<file path="src/rtl/mips_ctrl_pkg.sv">
// Shared encodings for the multicycle MIPS control unit: FSM states,
// opcode/funct values, ALU operations and datapath mux selects.
package mips_ctrl_pkg;

  typedef enum logic [3:0] {
    S_FETCH     = 4'd0,
    S_DECODE    = 4'd1,
    S_MEM_ADDR  = 4'd2,
    S_MEM_READ  = 4'd3,
    S_MEM_WB    = 4'd4,
    S_MEM_WRITE = 4'd5,
    S_R_EXEC    = 4'd6,
    S_R_WB      = 4'd7,
    S_I_EXEC    = 4'd8,
    S_I_WB      = 4'd9,
    S_BRANCH    = 4'd10,
    S_JUMP      = 4'd11,
    S_ILLEGAL   = 4'd12
  } state_e;

  localparam logic [5:0] OP_RTYPE = 6'h00;
  localparam logic [5:0] OP_J     = 6'h02;
  localparam logic [5:0] OP_BEQ   = 6'h04;
  localparam logic [5:0] OP_BNE   = 6'h05;
  localparam logic [5:0] OP_ADDI  = 6'h08;
  localparam logic [5:0] OP_LW    = 6'h23;
  localparam logic [5:0] OP_SW    = 6'h2B;

  localparam logic [5:0] FN_SLL = 6'h00;
  localparam logic [5:0] FN_ADD = 6'h20;
  localparam logic [5:0] FN_SUB = 6'h22;
  localparam logic [5:0] FN_AND = 6'h24;
  localparam logic [5:0] FN_OR  = 6'h25;
  localparam logic [5:0] FN_SLT = 6'h2A;

  localparam logic [3:0] ALU_ADD = 4'd0;
  localparam logic [3:0] ALU_SUB = 4'd1;
  localparam logic [3:0] ALU_AND = 4'd2;
  localparam logic [3:0] ALU_OR  = 4'd3;
  localparam logic [3:0] ALU_SLT = 4'd4;
  localparam logic [3:0] ALU_SLL = 4'd5;

  localparam logic [1:0] SRC_B_REG    = 2'd0;
  localparam logic [1:0] SRC_B_FOUR   = 2'd1;
  localparam logic [1:0] SRC_B_IMM    = 2'd2;
  localparam logic [1:0] SRC_B_IMM_SH = 2'd3;

  localparam logic [1:0] PC_SRC_ALU     = 2'd0;
  localparam logic [1:0] PC_SRC_ALU_OUT = 2'd1;
  localparam logic [1:0] PC_SRC_JUMP    = 2'd2;

  // First state after DECODE for a given opcode; R-type funct legality
  // is checked separately by the ALU-op decoder.
  function automatic state_e dispatch(input logic [5:0] op);
    case (op)
      OP_RTYPE:      dispatch = S_R_EXEC;
      OP_LW, OP_SW:  dispatch = S_MEM_ADDR;
      OP_ADDI:       dispatch = S_I_EXEC;
      OP_BEQ, OP_BNE: dispatch = S_BRANCH;
      OP_J:          dispatch = S_JUMP;
      default:       dispatch = S_ILLEGAL;
    endcase
  endfunction

endpackage

</file>
<file path="src/rtl/alu_op_decode.sv">
// R-type funct to ALU operation decoder; flags unsupported funct codes.
module alu_op_decode
  import mips_ctrl_pkg::*;
(
  input  logic [5:0] funct_i,
  output logic [3:0] alu_op_o,
  output logic       illegal_o
);

  // Pure lookup; unknown funct yields ADD with the illegal flag raised.
  always_comb begin
    alu_op_o  = ALU_ADD;
    illegal_o = 1'b0;
    case (funct_i)
      FN_ADD:  alu_op_o = ALU_ADD;
      FN_SUB:  alu_op_o = ALU_SUB;
      FN_AND:  alu_op_o = ALU_AND;
      FN_OR:   alu_op_o = ALU_OR;
      FN_SLT:  alu_op_o = ALU_SLT;
      FN_SLL:  alu_op_o = ALU_SLL;
      default: illegal_o = 1'b1;
    endcase
  end

endmodule

</file>
<file path="src/rtl/multicycle_control.sv">
// Multicycle MIPS control FSM. Outputs are decoded from the current state;
// ir_write/pc_write in FETCH and pc_write in BRANCH additionally depend on
// mem_ready/zero in the same cycle.
//
// Memory handshake: the FSM holds a memory state (FETCH, MEM_READ,
// MEM_WRITE) with its strobe asserted until mem_ready is sampled high on a
// rising edge; that edge completes the access and advances the state.
module multicycle_control
  import mips_ctrl_pkg::*;
(
  input  logic        clk,
  input  logic        reset,
  input  logic [5:0]  opcode,
  input  logic [5:0]  funct,
  input  logic        zero,
  input  logic        mem_ready,
  output logic        pc_write,
  output logic        ir_write,
  output logic        i_or_d,
  output logic        mem_read,
  output logic        mem_write,
  output logic        mem_to_reg,
  output logic        reg_dst,
  output logic        reg_write,
  output logic        alu_src_a,
  output logic [1:0]  alu_src_b,
  output logic [1:0]  pc_source,
  output logic [3:0]  alu_op,
  output logic [3:0]  state,
  output logic        exception,
  output logic [31:0] instr_count
);

  state_e      state_q, state_d;
  logic [5:0]  op_q;
  logic [5:0]  funct_q;
  logic [31:0] count_q;

  logic [5:0]  dec_funct;
  logic [3:0]  dec_alu_op;
  logic        dec_illegal;

  // In DECODE the live funct is checked; afterwards only the latched copy.
  assign dec_funct = (state_q == S_DECODE) ? funct : funct_q;

  alu_op_decode u_alu_op_decode (
    .funct_i   (dec_funct),
    .alu_op_o  (dec_alu_op),
    .illegal_o (dec_illegal)
  );

  // Next-state logic.
  always_comb begin
    state_d = state_q;
    case (state_q)
      S_FETCH:     if (mem_ready) state_d = S_DECODE;
      S_DECODE: begin
        state_d = dispatch(opcode);
        if (opcode == OP_RTYPE && dec_illegal) state_d = S_ILLEGAL;
      end
      S_MEM_ADDR:  state_d = (op_q == OP_LW) ? S_MEM_READ : S_MEM_WRITE;
      S_MEM_READ:  if (mem_ready) state_d = S_MEM_WB;
      S_MEM_WB:    state_d = S_FETCH;
      S_MEM_WRITE: if (mem_ready) state_d = S_FETCH;
      S_R_EXEC:    state_d = S_R_WB;
      S_R_WB:      state_d = S_FETCH;
      S_I_EXEC:    state_d = S_I_WB;
      S_I_WB:      state_d = S_FETCH;
      S_BRANCH:    state_d = S_FETCH;
      S_JUMP:      state_d = S_FETCH;
      S_ILLEGAL:   state_d = S_ILLEGAL;
      default:     state_d = S_FETCH;
    endcase
  end

  // State register, instruction field latches and retired-instruction count.
  always_ff @(posedge clk or posedge reset) begin
    if (reset) begin
      state_q <= S_FETCH;
      op_q    <= '0;
      funct_q <= '0;
      count_q <= '0;
    end else begin
      state_q <= state_d;
      if (state_q == S_DECODE) begin
        op_q    <= opcode;
        funct_q <= funct;
      end
      if (state_q != S_FETCH && state_d == S_FETCH) count_q <= count_q + 32'd1;
    end
  end

  // Control outputs per state; anything not named stays 0.
  always_comb begin
    pc_write   = 1'b0;
    ir_write   = 1'b0;
    i_or_d     = 1'b0;
    mem_read   = 1'b0;
    mem_write  = 1'b0;
    mem_to_reg = 1'b0;
    reg_dst    = 1'b0;
    reg_write  = 1'b0;
    alu_src_a  = 1'b0;
    alu_src_b  = SRC_B_REG;
    pc_source  = PC_SRC_ALU;
    alu_op     = ALU_ADD;
    exception  = 1'b0;
    case (state_q)
      S_FETCH: begin
        mem_read  = 1'b1;
        alu_src_b = SRC_B_FOUR;
        ir_write  = mem_ready;
        pc_write  = mem_ready;
      end
      S_DECODE:    alu_src_b = SRC_B_IMM_SH;
      S_MEM_ADDR: begin
        alu_src_a = 1'b1;
        alu_src_b = SRC_B_IMM;
      end
      S_MEM_READ: begin
        mem_read = 1'b1;
        i_or_d   = 1'b1;
      end
      S_MEM_WRITE: begin
        mem_write = 1'b1;
        i_or_d    = 1'b1;
      end
      S_MEM_WB: begin
        reg_write  = 1'b1;
        mem_to_reg = 1'b1;
      end
      S_R_EXEC: begin
        alu_src_a = 1'b1;
        alu_op    = dec_alu_op;
      end
      S_R_WB: begin
        reg_write = 1'b1;
        reg_dst   = 1'b1;
      end
      S_I_EXEC: begin
        alu_src_a = 1'b1;
        alu_src_b = SRC_B_IMM;
      end
      S_I_WB:      reg_write = 1'b1;
      S_BRANCH: begin
        alu_src_a = 1'b1;
        alu_op    = ALU_SUB;
        pc_source = PC_SRC_ALU_OUT;
        pc_write  = (op_q == OP_BEQ) ? zero : ~zero;
      end
      S_JUMP: begin
        pc_write  = 1'b1;
        pc_source = PC_SRC_JUMP;
      end
      S_ILLEGAL:   exception = 1'b1;
      default: ;
    endcase
  end

  assign state       = state_q;
  assign instr_count = count_q;

endmodule

</file>
<file path="config.mk">
export PLATFORM = sky130hd
export DESIGN_NAME = multicycle_control
export DESIGN_NICKNAME = d
export VERILOG_FILES = /design/src/rtl/mips_ctrl_pkg.sv /design/src/rtl/alu_op_decode.sv /design/src/rtl/multicycle_control.sv
export SDC_FILE = /design/constraint.sdc
export NUM_CORES = 1
export LEC_CHECK = 0
export CORE_MARGIN = 2
export CORE_UTILIZATION = 35
export CTS_BUF_LIST = sky130_fd_sc_hd__clkbuf_4
export CTS_CLUSTER_DIAMETER = 60
export DETAILED_ROUTE_END_ITERATION = 8
export PLACE_DENSITY = 0.6
export SYNTH_ARGS = -nofsm -noshare
export SYNTH_HDL_FRONTEND = slang
export SYNTH_SLANG_ARGS = --single-unit
</file>
<file path="constraint.sdc">
create_clock -name clk -period 2.9 [get_ports clk]
set_input_delay 0.725 -clock clk [delete_from_list [all_inputs] [get_ports clk]]
set_output_delay 0.725 -clock clk [all_outputs]
set_load 0.01 [all_outputs]
</file>
==> results of run 1 <==
[power groups by stage]
stage,Clock [mW],Sequential (mW),Combinational [mW]
floorplan,0,0.949,0.780
global placement,0,0.959,1.40
detailed placement,0,0.964,1.41
CTS,0.316,0.959,1.48
global route,0.352,0.985,1.69
finish,0.299,0.963,1.53
[repair_timing]
action,in CTS,in global routing
setup endpoints to repair,6,6
pin swaps,1,2
gates cloned,0,0
gates resized for setup,14,21
setup buffers,3,1
[sequential cells by signal, indices dropped and copies added, names as in the netlist]
register and flops:
instr_count 32, op_q 6, funct_q 6, state 4
[worst paths after layout]
path	end	slack, ns	from
setup / recovery	alu_op[0]	0.006	state[1]
min in group asynchronous	op_q[4]	0.82	reset
max in group asynchronous	state[1]	1.60	reset
hold reg to reg	op_q[3]	0.49	op_q[3]
setup reg to reg	instr_count[20]	0.70	state[2]
hold / removal	op_q[3]	0.49	op_q[3]
[layer usage]
| layer | routed length [um] | part of all wire [%] | GRT usage, % |
|---|---|---|---|
| met1 | 3185 | 46 | 23.63 |
| met2 | 3354 | 48 | 27.19 |
| met3 | 349 | 5.0 | 4.068 |
| met4 | 78 | 1.1 | 4.902 |
| met5 | 0 | 0 | 0 |
[synthesized netlist by cell type (3+ instances only)]
master and n:
inv_1 13, o21ai_0 6, dfrtp_1 48, a21oi_1 8, o221ai_1 3, buf_2 7, nand2_1 40, nand3_1 9
and4_1 3, nand4_1 8, nand2b_1 7, nor2_1 34, and3_1 3, mux2i_1 6, nor3_1 10, xnor2_1 21
and2_1 5, o32ai_1 3, clkbuf_1 3, xor2_1 15, or3b_2 4, nor4_1 3
[area by class of cell]
cell class	count	area, um2	share of cell area (%)
clock inverters	2	12.51	0.3226
inverters	13	48.80	1.258
clock buffers	5	37.54	0.9677
flip-flops and latches	48	1202	31.00
repair buffers	105	968.4	24.97
multi-input cells	223	1481	38.19
well taps	102	127.6	3.290
[critical path: cells and delay by family, from the launching register on]
kind / cells / cell delay [ns]
buffers and inverters: 2 / 0.34
multiplexers: 1 / 0.26
AO/OA/AOI/OAI: 2 / 0.29
flip-flops: 1 / 0.46
XOR/XNOR: 1 / 0.09
AND/OR/NAND/NOR: 2 / 0.39
[cell families after synthesis]
group / count (synthesis) / synth area share (%)
other cells: 1 / 0.1364
compound gates: 35 / 9.327
buf+inv: 27 / 4.549
flops: 48 / 43.68
xor+xnor: 36 / 11.47
simple gates: 142 / 27.39
fa+ha+maj: 1 / 0.4549
mux: 8 / 3.003
==> metrics.md, run 1 <==
| Metric | Value |
|---|---|
| Reg2reg path depth | 7 |
| Syn nets | 315 |
| Sequential area share after synthesis | ~44% |
| Buffers from clock root to sink, at most | 2 |
| Commonest non-fill, non-tap cell in the layout | clkdlybuf4s50_1 |
| Antenna violations before repair | 0 |
| DR WL/cell | approximately 14 um |
| Highest cell delay on the worst timing path | roughly 0.46 ns |
| Final worst hold slack | 0.4862 ns |
| Synth top area cells | dfrtp_1 (44%), xnor2_1 (6.7%), nand2_1 (5.5%) |
| Fin crit share | 99.78% |
| Number of distinct standard cells referenced by the synthesized netlist | 54 |
| Number of hold-slack violations in the final timing report | 0 |
| Drt first pass iters | 4 |
| Worst setup SP type | register |
| Tightest Hold Check Type | register to register |
| FMAX | about 350 MHz |
| Drt drc | 0 |
| GR Overflow Total | 0 |
| Mapped Avg Cell Area | approximately 9.2 um2 |
| Number of antenna diodes | 0 |
| Sort of element at the end of the critical path | primary output |
| Max_slew headroom | between 50% and 60% |
| Most instantiated flip-flop cell in the synthesis netlist | dfrtp_1 |
| Clk Latency, worst-skew pair | ~0.36 ns |
| Commonest cells after routing, fill and taps aside | clkdlybuf4s50_1 (60), dfrtp_1 (47), nand2_1 (40), buf_4 (33), nor2_1 (32) |
| Worst-Margin Slew | around 0.63 ns |
| Finish-stage setup viols | 0 |
| Power per cell area | slightly above 700 nW/um2 |
| Core Rows | 32 |
| Maximum number of pins on one net before global-route repair | between 40 and 50 |
| Power share of the clock group | 10.7% |
| Depth of the worst hold-timing path | 2 |
| Sinks on the clock net | 48 |
| Starting Density | 35.77% |
| Run status | finished, final reports clean |
| P&R area growth vs syn | 41.04% |
| Post-route minimum period | between 2 and 3 ns |
| First-pass GRT wire length | about 12 mm |
| Total placed cells including tap cells | 487 |
| Number of global-route vias before repair | roughly 2400 |
| Start-to-end type of the worst setup path | register to primary output |
| Number of storage elements in the synthesis netlist | 48 |
| Worst path slowest cell | dfrtp_2 |
| Library cell occupying the most area in the post-synthesis netlist | dfrtp_1 |
| Clock transition at path regs | ~0.14 ns |
| Crit-path max FO | 4 |
| Yosys warning total | 0 |
| Fraction of final layout cells with drive strength greater than 1 | 17.93% |
| Sw frac | just under 40% |
| Gp weighted congestion | about 0.84 |
| Sequential share of power | between 30 and 40% |
| Post-route setup slack | ~0.0064 ns |
| Number of max-slew violations in the final report | 0 |
| Total power consumption of the routed design | 2.793 mW |
| Final Instance Count excl. Fillers | 498 |
| Core area | about 7700 um2 |
| Placement Setup Slack | -0.3278 ns |
| Synthesized area | between 2000 and 3000 um2 |
| Number of design-rule violations left by the first detailed-router iteration | between 100 and 150 |
| Fillcell total | approximately 740 |
| Number of synthesized flops with an enable pin | 0 |
| Worst path required time | 2.17 ns |
| Arrival time worst endpoint | approximately 2.2 ns |
| Total die area | about 8600 um2 |
| Final core utilization | between 50% and 60% |
| Psw | approximately 1.1 mW |
| Critical-path cell list | nor4b_4, buf_6, mux2i_4, xor2_1, nor2_1, a41oi_1, o32ai_1, buf_2 |
| Max-cap viol count | 0 |
| Total via count in the routed design | between 2000 and 2500 |
| Maximum resistive drop on vdd | around 0.20 mV |
| Setup TNS after final layout | 0 ns |
| Number of clock buffers inserted by TritonCTS | 5 |
| Total number of H-tree levels | 2 |
| GRT Util Overall | between 10% and 20% |
| Static Leak | 1.744 nW |
| Final cell area excluding filler cells | a little under 4000 um2 |
| Hold-fix buffer count after cts | 0 |
| Horiz. Die Dim | 92.64 um |
| Asr flop ratio synth | 100.0% |
| Number of routed nets with antenna violations | 0 |
| Die height | ~93 um |
| Total routed wirelength | 6.967 mm |
| Final setup skew | 0.01928 ns |
| Post-detail-place hpwl | around 5.2 mm |
| Relative contribution of combinational cells to total power | a little over half |
| Vias per Instance | between 4 and 5 |
| Placed cell area | approximately 3700 um2 |
| Setup repair after global routing missed its margin | true |
| Master cell of the clock root buffer | clkbuf_4 |
| Nets | 413 |
| Design internal power | 1.700 mW |
| Gate count after technology mapping | a little under 300 |
| CTS tree | yes |
| Fraction of synthesized cell area taken by the top area cell type | approximately 44% |
| Top Ports | 70 |
| Count of input and output buffers | 68 |
No activity file was read; power rests on OpenSTA's default activity.
==> run 2, diff against run 1 <==
--- a/config.mk
+++ b/config.mk
@@ -5,6 +5,7 @@
 export SDC_FILE = /design/constraint.sdc
 export NUM_CORES = 1
 export LEC_CHECK = 0
+export CAP_MARGIN = 20
 export CORE_MARGIN = 2
 export CORE_UTILIZATION = 35
 export CTS_BUF_LIST = sky130_fd_sc_hd__clkbuf_4
==> results of run 2 <==
The final DEF is identical to that of run 1; final timing and power are the same.
==> run 3, diff against run 2 <==
--- a/config.mk
+++ b/config.mk
@@ -8,7 +8,6 @@
 export CAP_MARGIN = 20
 export CORE_MARGIN = 2
 export CORE_UTILIZATION = 35
-export CTS_BUF_LIST = sky130_fd_sc_hd__clkbuf_4
 export CTS_CLUSTER_DIAMETER = 60
 export DETAILED_ROUTE_END_ITERATION = 8
 export PLACE_DENSITY = 0.6
==> run 3 against run 2 <==
Compared with the run above: first-iteration DRC count fell by 26%; critical endpoint unchanged; critical path depth did not move; sequential cell count stayed put; combinational power is essentially flat; clock skew fell by 0.0075 ns.
==> metrics.md, run 3 (same netlist as run 1, synthesis figures left out) <==
| Metric | Value |
|---|---|
| Die height | 92.64 um |
| Worst-Margin Slew | 0.6277 ns |
| Power per cell area | ~740 nW/um2 |
| Sw frac | ~38% |
| Final setup skew | around 0.012 ns |
| Sequential share of power | about a third |
| Sinks on the clock net | 48 |
| Placed cell area | 3742 um2 |
| Core area | between 7000 and 8000 um2 |
| Post-route minimum period | roughly 2.8 ns |
| Number of antenna diodes | 0 |
| Number of flip-flops in the largest register | 32 |
| Number of hold-slack violations in the final timing report | 0 |
| Worst path required time | 2.17 ns |
| Total number of H-tree levels | 2 |
| Sort of element at the end of the critical path | primary output |
| Total die area | ~8600 um2 |
| Commonest non-fill, non-tap cell in the layout | clkdlybuf4s50_1 |
| Commonest cells after routing, fill and taps aside | clkdlybuf4s50_1 (61), dfrtp_1 (46), nand2_1 (40), nor2_1 (33), buf_4 (30) |
| Total routed wirelength | around 7 mm |
| Fillcell total | about 730 |
| Number of global-route vias before repair | roughly 2400 |
| Worst setup SP type | register |
| Gp weighted congestion | between 0.8 and 0.9 |
| Clock transition at path regs | about 0.090 ns |
| Number of routed nets with antenna violations | 0 |
| Tightest Hold Check Type | register to register |
| GR Overflow Total | 0 |
| Arrival time worst endpoint | approximately 2.1 ns |
| Crit-path max FO | 4 |
| Setup repair after global routing missed its margin | true |
| Static Leak | about 1.8 nW |
| P&R area growth vs syn | 41.86% |
| FMAX | roughly 350 MHz |
| First-pass GRT wire length | between 10 and 15 mm |
| Total via count in the routed design | about 2400 |
| Fraction of final layout cells with drive strength greater than 1 | between 15 and 20% |
| Start-to-end type of the worst setup path | register to primary output |
| Top Ports | 70 |
| Max_slew headroom | a little under 60% |
| Number of max-slew violations in the final report | 0 |
| Finish-stage setup viols | 0 |
| Number of clock buffers inserted by TritonCTS | 5 |
| Clk Latency, worst-skew pair | roughly 0.30 ns |
| Nets | 410 |
| CTS tree | yes |
| Horiz. Die Dim | 92.64 um |
| Design internal power | ~1.8 mW |
| Count of input and output buffers | between 60 and 70 |
| Master cell of the clock root buffer | clkbuf_8 |
| Fin crit share | 97.22% |
| GRT Util Overall | roughly 17% |
| Vias per Instance | 4.939 |
| Buffers from clock root to sink, at most | 2 |
| Max-cap viol count | 0 |
| Drt drc | 0 |
| DR WL/cell | roughly 14 um |
| Maximum resistive drop on vdd | 0.2501 mV |
| Power share of the clock group | between 10% and 20% |
| Relative contribution of combinational cells to total power | ~52% |
| Final cell area excluding filler cells | about 3900 um2 |
| Psw | roughly 1.1 mW |
| Run status | finished, final reports clean |
| Post-detail-place hpwl | between 5 and 6 mm |
| Antenna violations before repair | 0 |
| Drt first pass iters | 4 |
| Starting Density | 35.77% |
| Maximum number of pins on one net before global-route repair | between 40 and 50 |
| Core Rows | 32 |
| Final core utilization | about half |
| Final worst hold slack | 0.4737 ns |
| Number of design-rule violations left by the first detailed-router iteration | 96 |
==> run 3: metal layers <==
metal  vias to the layer above  wire length, um  track usage (%)
met5                         -                0                0
met4                         0               70            4.534
met3                         6              306            3.824
met2                        49             3324            26.82
met1                      1182             3263            23.63
li1                       1208                -                -
==> run 3: layout make-up <==
type	count	area, um2	area share, %
clock buffers	6	82.58	2.117
clock inverters	1	8.758	0.2245
well taps	102	127.6	3.271
inverters	13	48.80	1.251
flip-flops and latches	48	1204	30.85
multi-input cells	223	1471	37.72
repair buffers	102	958.4	24.57
==> run 3: final timing paths <==
check	startpoint	to	slack, ns	cells after the start
hold / removal	op_q[3]	op_q[3]	0.47	2
setup / recovery	state[1]	alu_op[0]	0.08	8
min in group asynchronous	reset	op_q[4]	0.89	3
setup reg to reg	state[2]	instr_count[20]	0.71	7
max in group asynchronous	reset	state[1]	1.53	3
hold reg to reg	op_q[3]	op_q[3]	0.47	2
==> run 3: power by group through the flow <==
| stage | logic, mW | clock network [mW] | registers [mW] |
|---|---|---|---|
| finish | 1.50 | 0.410 | 0.966 |
| global route | 1.66 | 0.466 | 0.988 |
| CTS | 1.47 | 0.427 | 0.960 |
| detailed placement | 1.41 | 0 | 0.964 |
| global placement | 1.40 | 0 | 0.959 |
| floorplan | 0.780 | 0 | 0.949 |
==> run 3: what timing repair did <==
| action | 4_1_cts | 5_1_grt |
|---|---|---|
| pin swaps | 2 | 1 |
| buffers inserted | 1 | 0 |
| gates resized for setup | 12 | 17 |
| hold buffers | 0 | 0 |
| endpoints found under the setup margin | 6 | 6 |
==> run 3: through the flow <==
| step | setup TNS [ns] | worst slack [ns] | power [mW] | std cells |
|---|---|---|---|---|
| 2_1_floorplan | 0 | 0.1349 | 1.729 | 298 |
| 3_3_place_gp | -0.8225 | -0.2969 | 2.358 | 487 |
| 3_5_place_dp | -0.8540 | -0.3278 | 2.377 | 487 |
| 4_1_cts | -0.08110 | -0.08110 | 2.856 | 495 |
| 5_1_grt | -0.06699 | -0.06699 | 3.111 | 495 |
| 6_report | 0 | 0.08054 | 2.880 | 495 |
==> run 3: worst max-delay path, cell delays in order (launching register included) <==
cell and delay, ns:
dfrtp_2 0.44, nor4b_4 0.29, buf_6 0.17, mux2i_4 0.26, xor2_1 0.17, nor2_1 0.06, a41oi_1 0.18, o32ai_1 0.10
buf_2 0.15
